## src/rtl/cam_pkg.sv

```systemverilog
// Shared definitions for the parallel camera capture path: geometry defaults,
// FSM encoding and the RGB565 -> RGB332 reduction.
package cam_pkg;

    localparam int unsigned IMG_W_DEF = 160;
    localparam int unsigned IMG_H_DEF = 120;
    localparam int unsigned AW_DEF    = 15;
    localparam int unsigned PX_W      = 8;

    typedef enum logic [1:0] {
        ST_IDLE    = 2'd0,
        ST_WAIT_VS = 2'd1,
        ST_CAPTURE = 2'd2
    } cam_state_e;

    // Keep the top bits of each colour channel: {R[2:0], G[2:0], B[1:0]}.
    function automatic logic [7:0] rgb565_to_332(input logic [15:0] px);
        return {px[15:13], px[10:8], px[4:3]};
    endfunction

endpackage

```

## src/rtl/cam_sync.sv

```systemverilog
// Two-flop synchronizer bank for the camera pins plus a registered
// rising-edge strobe on pclk, with data delayed to stay aligned to the strobe.
module cam_sync #(
    parameter int unsigned W = 10
) (
    input  logic         clk,
    input  logic         rst,
    input  logic         pclk_i,
    input  logic [W-1:0] data_i,
    output logic         pstb_o,
    output logic [W-1:0] data_o
);

    logic [1:0]   pclk_sync_q;
    logic         pclk_dly_q;
    logic         pstb_q;
    logic [W-1:0] data_s1_q;
    logic [W-1:0] data_s2_q;
    logic [W-1:0] data_q;

    always_ff @(posedge clk or posedge rst) begin
        if (rst) begin
            pclk_sync_q <= '0;
            pclk_dly_q  <= 1'b0;
            pstb_q      <= 1'b0;
            data_s1_q   <= '0;
            data_s2_q   <= '0;
            data_q      <= '0;
        end else begin
            pclk_sync_q <= {pclk_sync_q[0], pclk_i};
            data_s1_q   <= data_i;
            data_s2_q   <= data_s1_q;
            pclk_dly_q  <= pclk_sync_q[1];
            pstb_q      <= pclk_sync_q[1] & ~pclk_dly_q;
            data_q      <= data_s2_q;
        end
    end

    assign pstb_o = pstb_q;
    assign data_o = data_q;

endmodule

```

## src/rtl/cam_capture.sv

```systemverilog
// OV7670-style camera receiver: pairs RGB565 bytes, reduces them to RGB332
// and writes them to the frame buffer at a running linear address.
module cam_capture
    import cam_pkg::*;
#(
    parameter int unsigned IMG_W = IMG_W_DEF,
    parameter int unsigned IMG_H = IMG_H_DEF,
    parameter int unsigned AW    = AW_DEF
) (
    input  logic            clk,
    input  logic            rst,
    input  logic            enable,
    input  logic            CAM_pclk,
    input  logic            CAM_vsync,
    input  logic            CAM_href,
    input  logic [PX_W-1:0] CAM_px_data,
    output logic [AW-1:0]   mem_addr,
    output logic [7:0]      mem_data,
    output logic            mem_we,
    output logic            frame_done,
    output logic            line_err
);

    localparam int unsigned CW = $clog2(IMG_W + 1);
    localparam int unsigned RW = $clog2(IMG_H + 1);
    localparam int unsigned SW = PX_W + 2;
    localparam logic [CW-1:0] COL_END   = CW'(IMG_W);
    localparam logic [RW-1:0] ROW_END   = RW'(IMG_H);
    localparam logic [AW-1:0] LINE_STEP = AW'(IMG_W);

    logic            pstb;
    logic [SW-1:0]   sync_data;
    logic            vsync_s;
    logic            href_s;
    logic [PX_W-1:0] byte_s;

    cam_sync #(.W(SW)) u_sync (
        .clk    (clk),
        .rst    (rst),
        .pclk_i (CAM_pclk),
        .data_i ({CAM_vsync, CAM_href, CAM_px_data}),
        .pstb_o (pstb),
        .data_o (sync_data)
    );

    assign vsync_s = sync_data[SW-1];
    assign href_s  = sync_data[SW-2];
    assign byte_s  = sync_data[PX_W-1:0];

    cam_state_e      state_q, state_d;
    logic [RW-1:0]   row_q, row_d;
    logic [CW-1:0]   col_q, col_d;
    logic            phase_q, phase_d;
    logic [PX_W-1:0] hi_q, hi_d;
    logic            href_prev_q, href_prev_d;
    logic            line_px_q, line_px_d;
    logic [AW-1:0]   base_q, base_d;
    logic [AW-1:0]   addr_q, addr_d;
    logic [AW-1:0]   mem_addr_q, mem_addr_d;
    logic [7:0]      mem_data_q, mem_data_d;
    logic            mem_we_q, mem_we_d;
    logic            frame_done_q, frame_done_d;
    logic            line_err_q, line_err_d;

    always_ff @(posedge clk or posedge rst) begin
        if (rst) state_q <= ST_IDLE;
        else     state_q <= state_d;
    end

    // Enable is only looked at when deciding whether to arm for the next frame.
    always_comb begin
        state_d = state_q;
        case (state_q)
            ST_IDLE:    if (pstb && enable && vsync_s) state_d = ST_WAIT_VS;
            ST_WAIT_VS: if (pstb && !vsync_s)          state_d = ST_CAPTURE;
            ST_CAPTURE: if (pstb && vsync_s)           state_d = enable ? ST_WAIT_VS : ST_IDLE;
            default:                                   state_d = ST_IDLE;
        endcase
    end

    always_comb begin
        row_d        = row_q;
        col_d        = col_q;
        phase_d      = phase_q;
        hi_d         = hi_q;
        href_prev_d  = href_prev_q;
        line_px_d    = line_px_q;
        base_d       = base_q;
        addr_d       = addr_q;
        mem_addr_d   = mem_addr_q;
        mem_data_d   = mem_data_q;
        mem_we_d     = 1'b0;
        frame_done_d = 1'b0;
        line_err_d   = line_err_q;

        if (pstb) href_prev_d = href_s;

        case (state_q)
            ST_WAIT_VS: begin
                if (pstb && !vsync_s) begin
                    row_d      = '0;
                    col_d      = '0;
                    phase_d    = 1'b0;
                    line_err_d = 1'b0;
                    line_px_d  = 1'b0;
                    base_d     = '0;
                    addr_d     = '0;
                end
            end
            ST_CAPTURE: begin
                if (pstb) begin
                    if (vsync_s) begin
                        frame_done_d = 1'b1;
                    end else if (href_s) begin
                        if (!phase_q) begin
                            hi_d    = byte_s;
                            phase_d = 1'b1;
                        end else begin
                            mem_data_d = rgb565_to_332({hi_q, byte_s});
                            if (col_q < COL_END && row_q < ROW_END) begin
                                mem_we_d   = 1'b1;
                                mem_addr_d = addr_q;
                                addr_d     = addr_q + AW'(1);
                            end
                            if (col_q < COL_END) col_d = col_q + CW'(1);
                            phase_d   = 1'b0;
                            line_px_d = 1'b1;
                        end
                    end else if (href_prev_q) begin
                        // Line end: short lines still advance the address to the next row base.
                        if (phase_q) line_err_d = 1'b1;
                        col_d     = '0;
                        phase_d   = 1'b0;
                        line_px_d = 1'b0;
                        if (line_px_q && row_q < ROW_END) begin
                            row_d  = row_q + RW'(1);
                            base_d = base_q + LINE_STEP;
                            addr_d = base_q + LINE_STEP;
                        end
                    end
                end
            end
            default: ;
        endcase
    end

    always_ff @(posedge clk or posedge rst) begin
        if (rst) begin
            row_q        <= '0;
            col_q        <= '0;
            phase_q      <= 1'b0;
            hi_q         <= '0;
            href_prev_q  <= 1'b0;
            line_px_q    <= 1'b0;
            base_q       <= '0;
            addr_q       <= '0;
            mem_addr_q   <= '0;
            mem_data_q   <= '0;
            mem_we_q     <= 1'b0;
            frame_done_q <= 1'b0;
            line_err_q   <= 1'b0;
        end else begin
            row_q        <= row_d;
            col_q        <= col_d;
            phase_q      <= phase_d;
            hi_q         <= hi_d;
            href_prev_q  <= href_prev_d;
            line_px_q    <= line_px_d;
            base_q       <= base_d;
            addr_q       <= addr_d;
            mem_addr_q   <= mem_addr_d;
            mem_data_q   <= mem_data_d;
            mem_we_q     <= mem_we_d;
            frame_done_q <= frame_done_d;
            line_err_q   <= line_err_d;
        end
    end

    assign mem_addr   = mem_addr_q;
    assign mem_data   = mem_data_q;
    assign mem_we     = mem_we_q;
    assign frame_done = frame_done_q;
    assign line_err   = line_err_q;

endmodule

```

## config.mk

```make
export PLATFORM = sky130hd
export DESIGN_NAME = cam_capture
export DESIGN_NICKNAME = d
export VERILOG_FILES = /design/src/rtl/cam_pkg.sv /design/src/rtl/cam_sync.sv /design/src/rtl/cam_capture.sv
export SDC_FILE = /design/constraint.sdc
export NUM_CORES = 1
export LEC_CHECK = 0
export CAP_MARGIN = 5
export CORE_ASPECT_RATIO = 0.75
export CORE_MARGIN = 4
export CORE_UTILIZATION = 25
export CTS_CLUSTER_DIAMETER = 30
export DETAILED_ROUTE_END_ITERATION = 16
export PLACE_DENSITY = 0.38
export SLEW_MARGIN = 10
export SYNTH_ARGS = -nofsm -noshare
export SYNTH_HDL_FRONTEND = slang
export SYNTH_SLANG_ARGS = --single-unit
```

## constraint.sdc

```tcl
create_clock -name clk -period 3.4 [get_ports clk]
set_clock_uncertainty 0.2 [all_clocks]
set_input_delay 0.34 -clock clk [delete_from_list [all_inputs] [get_ports clk]]
set_output_delay 0.34 -clock clk [all_outputs]
set_load 0.02 [all_outputs]
```

Word-level counts from Yosys, hierarchy flattened
Cells that the tools add are included.
{"block": "totals", "regBits": 118, "input_bits": 14, "out_inout_bits": 26}
{"block": "op_classes", "eq_ne": 16, "addsub": 4, "n_mux": 59, "n_reduce_logical": 19, "bitwise": 4, "n_lt_le_gt_ge": 2}
{"cell": "$mux 15", "n": 11}
{"cell": "$pmux 15 s2", "n": 2}
{"cell": "$mux 8", "n": 7}
{"cell": "$mux 7", "n": 6}
{"cell": "$mux 1", "n": 24}
{"cell": "$reduce_and 7->1", "n": 3}
{"cell": "$ne 2x2->1 const B", "n": 8}
{"cell": "$pmux 8 s2", "n": 1}
{"cell": "$add 15x1->15 const B", "n": 1}
{"cell": "$add 15x8->15 const B", "n": 1}
{"cell": "$reduce_and 5->1", "n": 3}
{"cell": "$pmux 7 s2", "n": 1}
{"cell": "$reduce_and 6->1", "n": 2}
{"cell": "$ne 3x3->1 const B", "n": 3}
{"cell": "$add 8x1->8 const B", "n": 1}
{"cell": "$lt 8x8->1 const B", "n": 1}
{"cell": "$reduce_and 8->1", "n": 1}
{"cell": "$add 7x1->7 const B", "n": 1}
{"cell": "$lt 7x7->1 const B", "n": 1}
{"cell": "$logic_and 1x1->1", "n": 6}
{"cell": "$mux 2", "n": 3}
{"cell": "$ne 3x2->1 const B", "n": 2}
{"cell": "$pmux 1 s2", "n": 3}
{"cell": "$pmux 2 s3", "n": 1}
{"cell": "9 further kinds", "n": 11}

Logic depth before layout (Yosys ltp)
Gate-level depths: netlist of the first run.
{"block": "logic_depth", "depth_word": 8, "mapped_depth": 9, "ltp_nobuf": 7}

Cells and area by module
From an unflattened synthesis of the first run, not the netlist that was laid out.
{"block": "unflattened", "hier_cells": 398, "area_unflattened_um2": 4609.4}
{"module": "cam_capture", "seq_area_each_um2": 1926.8, "cells_per_inst": 362, "instances": 1, "area_each_um2": 3741.1}
{"module": "cam_sync", "seq_area_each_um2": 850.8, "cells_per_inst": 36, "instances": 1, "area_each_um2": 868.3}

Worst setup path after synthesis of the first run
OpenSTA, ideal clock, no wires.
{"block": "synth_timing", "kind": "register to register", "from": "register state_q[0]", "to": "register mem_addr_q[0] (netlist: mem_addr[0])", "n_path_buf": 2, "setup_ns": 0.125, "period_less_slack_ns": 2.132, "t_required_ns": 3.075, "stages_incl_launch_ff": 9, "arrival_time_ns": 1.807, "slack_ns": 1.268, "path_cell_list": "dfrtp_1 > inv_1 > ha_1 > and2_1 > buf_4 > nand3_4 > or2_1 > buf_2 > mux2_4"}
{"block": "synth_between", "elab_chain_len": 2}
{"element": "start, declared", "line_no": "cam_capture.sv:50", "rtl": "cam_state_e state_q, state_d;"}
{"element": "start signal, assigned", "line_no": "cam_capture.sv:67", "rtl": "else state_q <= state_d;"}
{"element": "$eq 2x2->1", "line_no": "cam_capture.sv:98", "rtl": "case (state_q)"}
{"element": "$reduce_and 6->1 (no source line)"}
{"element": "end signal, assigned", "line_no": "cam_capture.sv:171", "rtl": "mem_addr_q <= mem_addr_d;"}
{"element": "end, declared", "line_no": "cam_capture.sv:59", "rtl": "logic [AW-1:0] mem_addr_q, mem_addr_d;"}
No other way between the ends.
A chain may end at the register's enable or synchronous reset.

Worst setup path in the final report of the first run
{"block": "layout_timing", "from": "register state_q[0]", "to": "register base_q[8]"}
{"block": "layout_between", "elab_chain_len": 3, "elab_cells_between_ends": 11, "cone_classes": "eq/ne: 8; mux: 1; reduce/logical: 2"}
{"element": "$eq 2x2->1 or $eq 2x1->1 (tied branches)", "line_no": "cam_capture.sv:98"}
{"element": "$ne 2x1->1 (no source line), or another cell as far along"}
{"element": "$reduce_and 7->1 (no source line)"}
{"element": "end signal, assigned", "line_no": "cam_capture.sv:169", "rtl": "base_q <= base_d;"}
{"element": "end, declared", "line_no": "cam_capture.sv:57", "rtl": "logic [AW-1:0] base_q, base_d;"}
Several ways; a longest one is shown, not always the timed one.

==> flow_summary.ini, run 1 <==
[yosys]
seq_area_frac_synth_pct = 58.0
yosys_warnings = 0
synth_area_sq_um = 4790
synthCells = 414
synth_nets = 437
ys_async_sr_fraction_pct = 100
synth_edf_count = 0
syn_avg_cell_area_sq_um = 11.6
ys_seq_elements = 111
yosysUniqueCellTypes = 60
synthFlopType = dfrtp_1

[timing]
period_needed_ns = 2.63
fmax_mhz = 380
slew_viol_final = 0
finalSetupTns_ns = 0
min_period_over_period_pct = 77.4
rsz0062_at_grt = false
setup_viol = 0
hold_viol = 0
relSlewSlack_pct = 37.7
worstMarginPinSlew_ns = 0.935

[routing]
drc = 0
ant_nets = 0
viasPerCell = 4.44
dr.pass1.iters = 4
wire_per_inst_microns = 14.9
drt_iter0_markers = 202
drt-total-wl_microns = 10600
num_vias = 3177

[floorplanning]
dieWidth_microns = 168
die_area_sq_um = 21500
core_area_sq_um = 18700
die_h_microns = 128
ios = 40
rows = 43
start_util_pct = 25.6

[final_layout]
antenna_cells = 0
syn2layout_area_growth_pct = 21.8
drive_above_1_share_pct = 14.5
final_nets = 487
utilization_pct = 31.2
fill_cells = 1846

[clocking]
clk_pin_slew_ns = 0.08
ctsHtreeMaxLevel = 3
ctsLongestPathBuffers = 2
cts_made_buffers = 9
insertion_delay_ns = 0.36
clock-root-buffer = clkbuf_16
cts_sinks = 111
cts_resized = 0
holdBufCountCts = 0
cts_tree = done
postCtsSetupBuffers = 0

[place]
dp_hpwl_microns = 7810
io_buffers = 39
gp_congestion = 0.754

[critical_path]
required_ns = 3.45
cpMaxStageDelayCell = dfrtp_1
cp-start-kind = register
crit_type = register to register
r2r_cells = 8
rr_endpoint = base_q[8]
cp-end-kind = register
reg2reg_slack_ns = 0.77
crit_top_cell = inv_1
crit_chain = inv_1 > ha_1 > buf_4 > inv_1 > a21oi_2 > nand2b_1 > nor2_1 > a22o_1
cp_max_fo = 23
r2r_start = state_q[0]
worstPathArrival_ns = 2.68
max_stage_delay_ns = 0.43

[pwr]
power_leakage_nw = 2.52
cellPowerDensity_nw_per_um2 = 542
ir_drop_v = 0.000283

[global_routing]
grt_overflow = 0
gr-usage-all-layers_pct = 10.5
antenna_found_initial = 0
first_global_vias = 3306
grt_first_pass_wirelength_microns = 17900
grt_max_degree = 43

[hold_path]
min_path_cells = 0
whs_endpoint = u_sync.data_s2_q[4]
min-delay-path-class = register to register
hp-start = u_sync.data_s1_q[4]

[run]
cap_viol_max_count = 0

[run_status]
outcome = finished, final reports clean
[synthesized netlist by cell type, drive strengths merged (3+ instances only)]
cell type | count | area [sq um]
ha | 9 | 113
a31oi | 4 | 25.0
or4 | 3 | 26.3
xnor2 | 11 | 96.3
inv | 14 | 52.6
xor2 | 4 | 35.0
o2bb2ai | 6 | 52.6
nand2b | 3 | 18.8
and2 | 6 | 38.8
nor3 | 10 | 66.3
buf | 6 | 41.3
nand3 | 10 | 67.6
and3 | 3 | 18.8
o21ai | 32 | 164
or2 | 3 | 18.8
nand4 | 10 | 68.8
nand2 | 48 | 183
a21oi | 12 | 63.8
a22o | 8 | 70.1
mux2 | 27 | 345
nor4 | 8 | 50.1
nor2 | 35 | 134
dfrtp | 111 | 2780
or3 | 4 | 25.0
[flip-flops by register name, indices dropped and copies added (netlist names)]
signal and flops:
addr_q 15, base_q 10, col_q 8, frame_done 1
hi_q 6, href_prev_q 1, line_err 1, line_px_q 1
mem_addr 15, mem_data 8, mem_we 1, phase_q 1
row_q 7, state_q 2, u_sync.data_o 10, u_sync.data_s1_q 10
u_sync.data_s2_q 10, u_sync.pclk_dly_q 1, u_sync.pclk_sync_q 2, u_sync.pstb_o 1
[cells by family (layout without fill, tap and decap cells)]
logic type	Yosys count	after routing	share of synthesized area (%)
and+or+nand+nor	151	151	16.2
AOI/OAI and AO/OA	77	77	10.9
xor gates and xnor gates	15	15	2.74
adders and majority gates	9	9	2.35
buffers and inverters	22	77	2.12
DFF	111	111	58.0
muxes	29	29	7.63
[worst max-delay path by stage]
stage / depth (start not counted) / to / from
floorplan: 8 / mem_addr[0] / state_q[0]
global placement: 8 / base_q[10] / state_q[0]
detailed placement: 6 / mem_addr[2] / state_q[0]
CTS: 6 / mem_addr[1] / state_q[0]
global route: 8 / base_q[12] / state_q[0]
finish: 8 / base_q[8] / state_q[0]
[critical path, delay by kind of cell (launching register included)]
kind / cells / cell delay [ns]
adders and majority gates: 1 / 0.17
buffers and inverters: 3 / 0.64
AOI/OAI and AO/OA: 2 / 0.53
DFF: 1 / 0.43
and+or+nand+nor: 2 / 0.53
[placed cells by master, fill, tap and decap left out, drive strengths merged, types with 6 or more instances in the layout]
cell and n:
dfrtp 111, nand2 48, clkdlybuf4s50 39, nor2 35
o21ai 32, mux2 27, inv 16, a21oi 12
xnor2 11, nand4 10, nand3 10, nor3 10
ha 9, clkbuf 9, a22o 8, nor4 8
buf 8, o2bb2ai 6, and2 6
[per-stage QoR]
step / setup WS (ns) / hold WS (ns) / cell area [sq um] / instances / total power, mW
6_report: 0.769 / 0.152 / 5830 / 716 / 3.16
5_1_grt: 0.514 / 0.161 / 5830 / 716 / 3.36
4_1_cts: 0.730 / 0.154 / 5830 / 716 / 3.23
3_5_place_dp: 0.750 / 0.135 / 5520 / 700 / 2.11
3_3_place_gp: 0.825 / 0.132 / 5520 / 700 / 2.10
2_1_floorplan: 1.27 / 0.131 / 4790 / 414 / 1.92
[cell type report]
cell class                      instances  area, sq um  share of cell area, %
Multi-Input combinational cell        281         1910                   32.7
Timing Repair Buffer                   47          463                   7.94
Tap cell                              247          309                   5.30
Inverter                               14         56.3                  0.965
Sequential cell                       111         2780                   47.6
Clock inverter                          7         91.3                   1.57
Clock buffer                            9          225                   3.86
[per-layer routing]
layer  vias up  routed length, microns  share of wire (%)  global-route usage (%)
met5         -                       0                  0                       0
met4         0                      97               0.91                    2.43
met3         7                     467                4.4                    3.30
met2        49                    4570                 43                    15.6
met1      1551                    5510                 52                    15.1
li1       1570                       -                  -                       -
[where the power goes]
group	internal (mW)	leakage (nW)	total [mW]	switching, mW
Sequential	1.43	1.46	1.52	0.0954
Combinational	0.208	0.904	0.547	0.339
Clock	0.534	0.154	1.09	0.559
Total	2.17	2.52	3.16	0.994
No activity file was read; power rests on OpenSTA's default activity.
==> run 2: changes to the inputs <==
==> constraint.sdc (replaced) <==
create_clock -name clk -period 2.4 [get_ports clk]
set_clock_uncertainty 0.2 [all_clocks]
set_input_delay 0.24 -clock clk [delete_from_list [all_inputs] [get_ports clk]]
set_output_delay 0.24 -clock clk [all_outputs]
set_load 0.02 [all_outputs]
==> run 2 against run 1 <==
Net effect: global-route usage hardly changed; count of clock-buffer cells in the layout stayed put; register-to-register slack worse by 0.63 ns; non-clock buffer count is 11 higher; cell area is 3.2% higher; sequential cell count stayed put; critical path depth stayed put; first-iteration DRC count is 14% lower; fmax is 16% higher; via count is 3.7% higher; largest cell class unchanged.
==> flow_summary.ini, run 2 (same netlist as run 1, synthesis figures left out) <==
[timing]
fmax_mhz = 442
period_needed_ns = 2.26
worstMarginPinSlew_ns = 0.640
slew_viol_final = 0
finalSetupTns_ns = 0
hold_viol = 0
relSlewSlack_pct = 57.2
min_period_over_period_pct = 94.3
setup_viol = 0

[place]
gp_congestion = 0.782
io_buffers = 39
dp_hpwl_microns = 7810

[critical_path]
cp-start-kind = register
max_stage_delay_ns = 0.45
cp-endpoint = row_q[4]
cpMaxStageDelayCell = dfrtp_2
cp_max_fo = 5
crit_chain = inv_1 > ha_1 > nor2b_1 > o21ai_1 > buf_4 > nor3_1 > xnor2_1 > nor2_1
cp-end-kind = register
reg2reg_slack_ns = 0.14
required_ns = 2.43
worstPathArrival_ns = 2.30
crit_type = register to register
r2r_start = state_q[1]
crit_start = state_q[1]
r2r_cells = 8
rr_endpoint = row_q[4]

[global_routing]
grt_first_pass_wirelength_microns = 17800
grt_overflow = 0
grt_max_degree = 30
antenna_found_initial = 0
gr-usage-all-layers_pct = 10.5
first_global_vias = 3259

[routing]
dr.pass1.iters = 4
drt-total-wl_microns = 10800
ant_nets = 0
wire_per_inst_microns = 14.9
viasPerCell = 4.53
drt_iter0_markers = 173
drc = 0
num_vias = 3295

[clocking]
ctsLongestPathBuffers = 2
clk_pin_slew_ns = 0.08
insertion_delay_ns = 0.36
ctsHtreeMaxLevel = 3
clock-root-buffer = clkbuf_16
cts_tree = done
cts_made_buffers = 9
cts_sinks = 111

[floorplanning]
ios = 40
dieWidth_microns = 168
core_area_sq_um = 18700
die_area_sq_um = 21500
start_util_pct = 25.6
rows = 43
die_h_microns = 128

[pwr]
power.total_mw = 4.66
cellPowerDensity_nw_per_um2 = 774
power_leakage_nw = 2.60
ir_drop_v = 0.000390

[run_status]
outcome = finished, final reports clean

[run]
cap_viol_max_count = 0

[final_layout]
final_nets = 499
antenna_cells = 0
drive_above_1_share_pct = 17.9
syn2layout_area_growth_pct = 25.7
mostFrequentLayoutCells = 110 x dfrtp_1, 47 x nand2_1, 39 x clkdlybuf4s50_1
layout_commonest_cell = dfrtp_1

[hold_path]
min-delay-path-class = input port to register
## run 2: power by group
group / internal [mW] / total (mW) / switching [mW]
clock network: 0.845 / 1.61 / 0.760
registers: 2.02 / 2.16 / 0.137
logic: 0.351 / 0.894 / 0.543
## run 2: how the worst min path moves through the flow
stage,startpoint,to,slack [ns],depth (start not counted)
after floorplan,CAM_px_data[0],u_sync.data_s1_q[0],0.07,0
after global placement,u_sync.pclk_sync_q[0],u_sync.pclk_sync_q[1],0.13,0
after detailed placement,u_sync.data_s2_q[3],u_sync.data_o[3],0.13,0
after CTS,CAM_pclk,u_sync.pclk_sync_q[0],0.1,1
after global routing,CAM_px_data[6],u_sync.data_s1_q[6],0.09,1
final,CAM_px_data[6],u_sync.data_s1_q[6],0.11,1
## run 2: layout make-up
type	count	area [sq um]
tap	247	309
clock inverter	7	100
multi-input combinational	282	1970
clock buffer	9	225
sequential	111	2780
inverter	14	56.3
timing repair buffer	58	583
fill	1864	12600
## run 2: layer usage
metal  share of wire (%)  track usage (%)  up-vias
met5                   0                0        -
met4                 1.3             3.01        0
met3                 4.3             2.84       10
met2                  43             15.1       65
met1                  52             15.4     1618
li1                    -                -     1602
## run 2: through the flow
step                      area (sq um)  util (%)  cells  setup WS, ns  hold WS, ns
after detailed placement          5620      30.1    709      -0.00130        0.135
after global placement            5620      30.1    709        0.0994        0.133
final                             6020      32.2    728         0.136        0.111
after global routing              6020      32.2    728       -0.0234       0.0890
after floorplan                   4790         -    414         0.268       0.0714
after CTS                         5950      31.8    725       0.00574       0.0953
## run 2: what timing repair did
| item | 4_1_cts | 5_1_grt |
|---|---|---|
| gates resized for setup | 0 | 10 |
| hold buffers | 0 | 0 |
| setup endpoints to repair | 3 | 39 |
| cloned | 0 | 1 |
| pin swaps | 1 | 2 |
| buffers inserted | 0 | 2 |
## run 2: critical path: cells and delay by family, from the launching register on
| kind | cells | cell delay, ns |
|---|---|---|
| AND/OR/NAND/NOR | 3 | 0.56 |
| XOR/XNOR | 1 | 0.16 |
| AO/OA/AOI/OAI | 1 | 0.20 |
| buffers and inverters | 2 | 0.32 |
| adder cells (fa/ha/maj) | 1 | 0.27 |
| flip-flops | 1 | 0.45 |
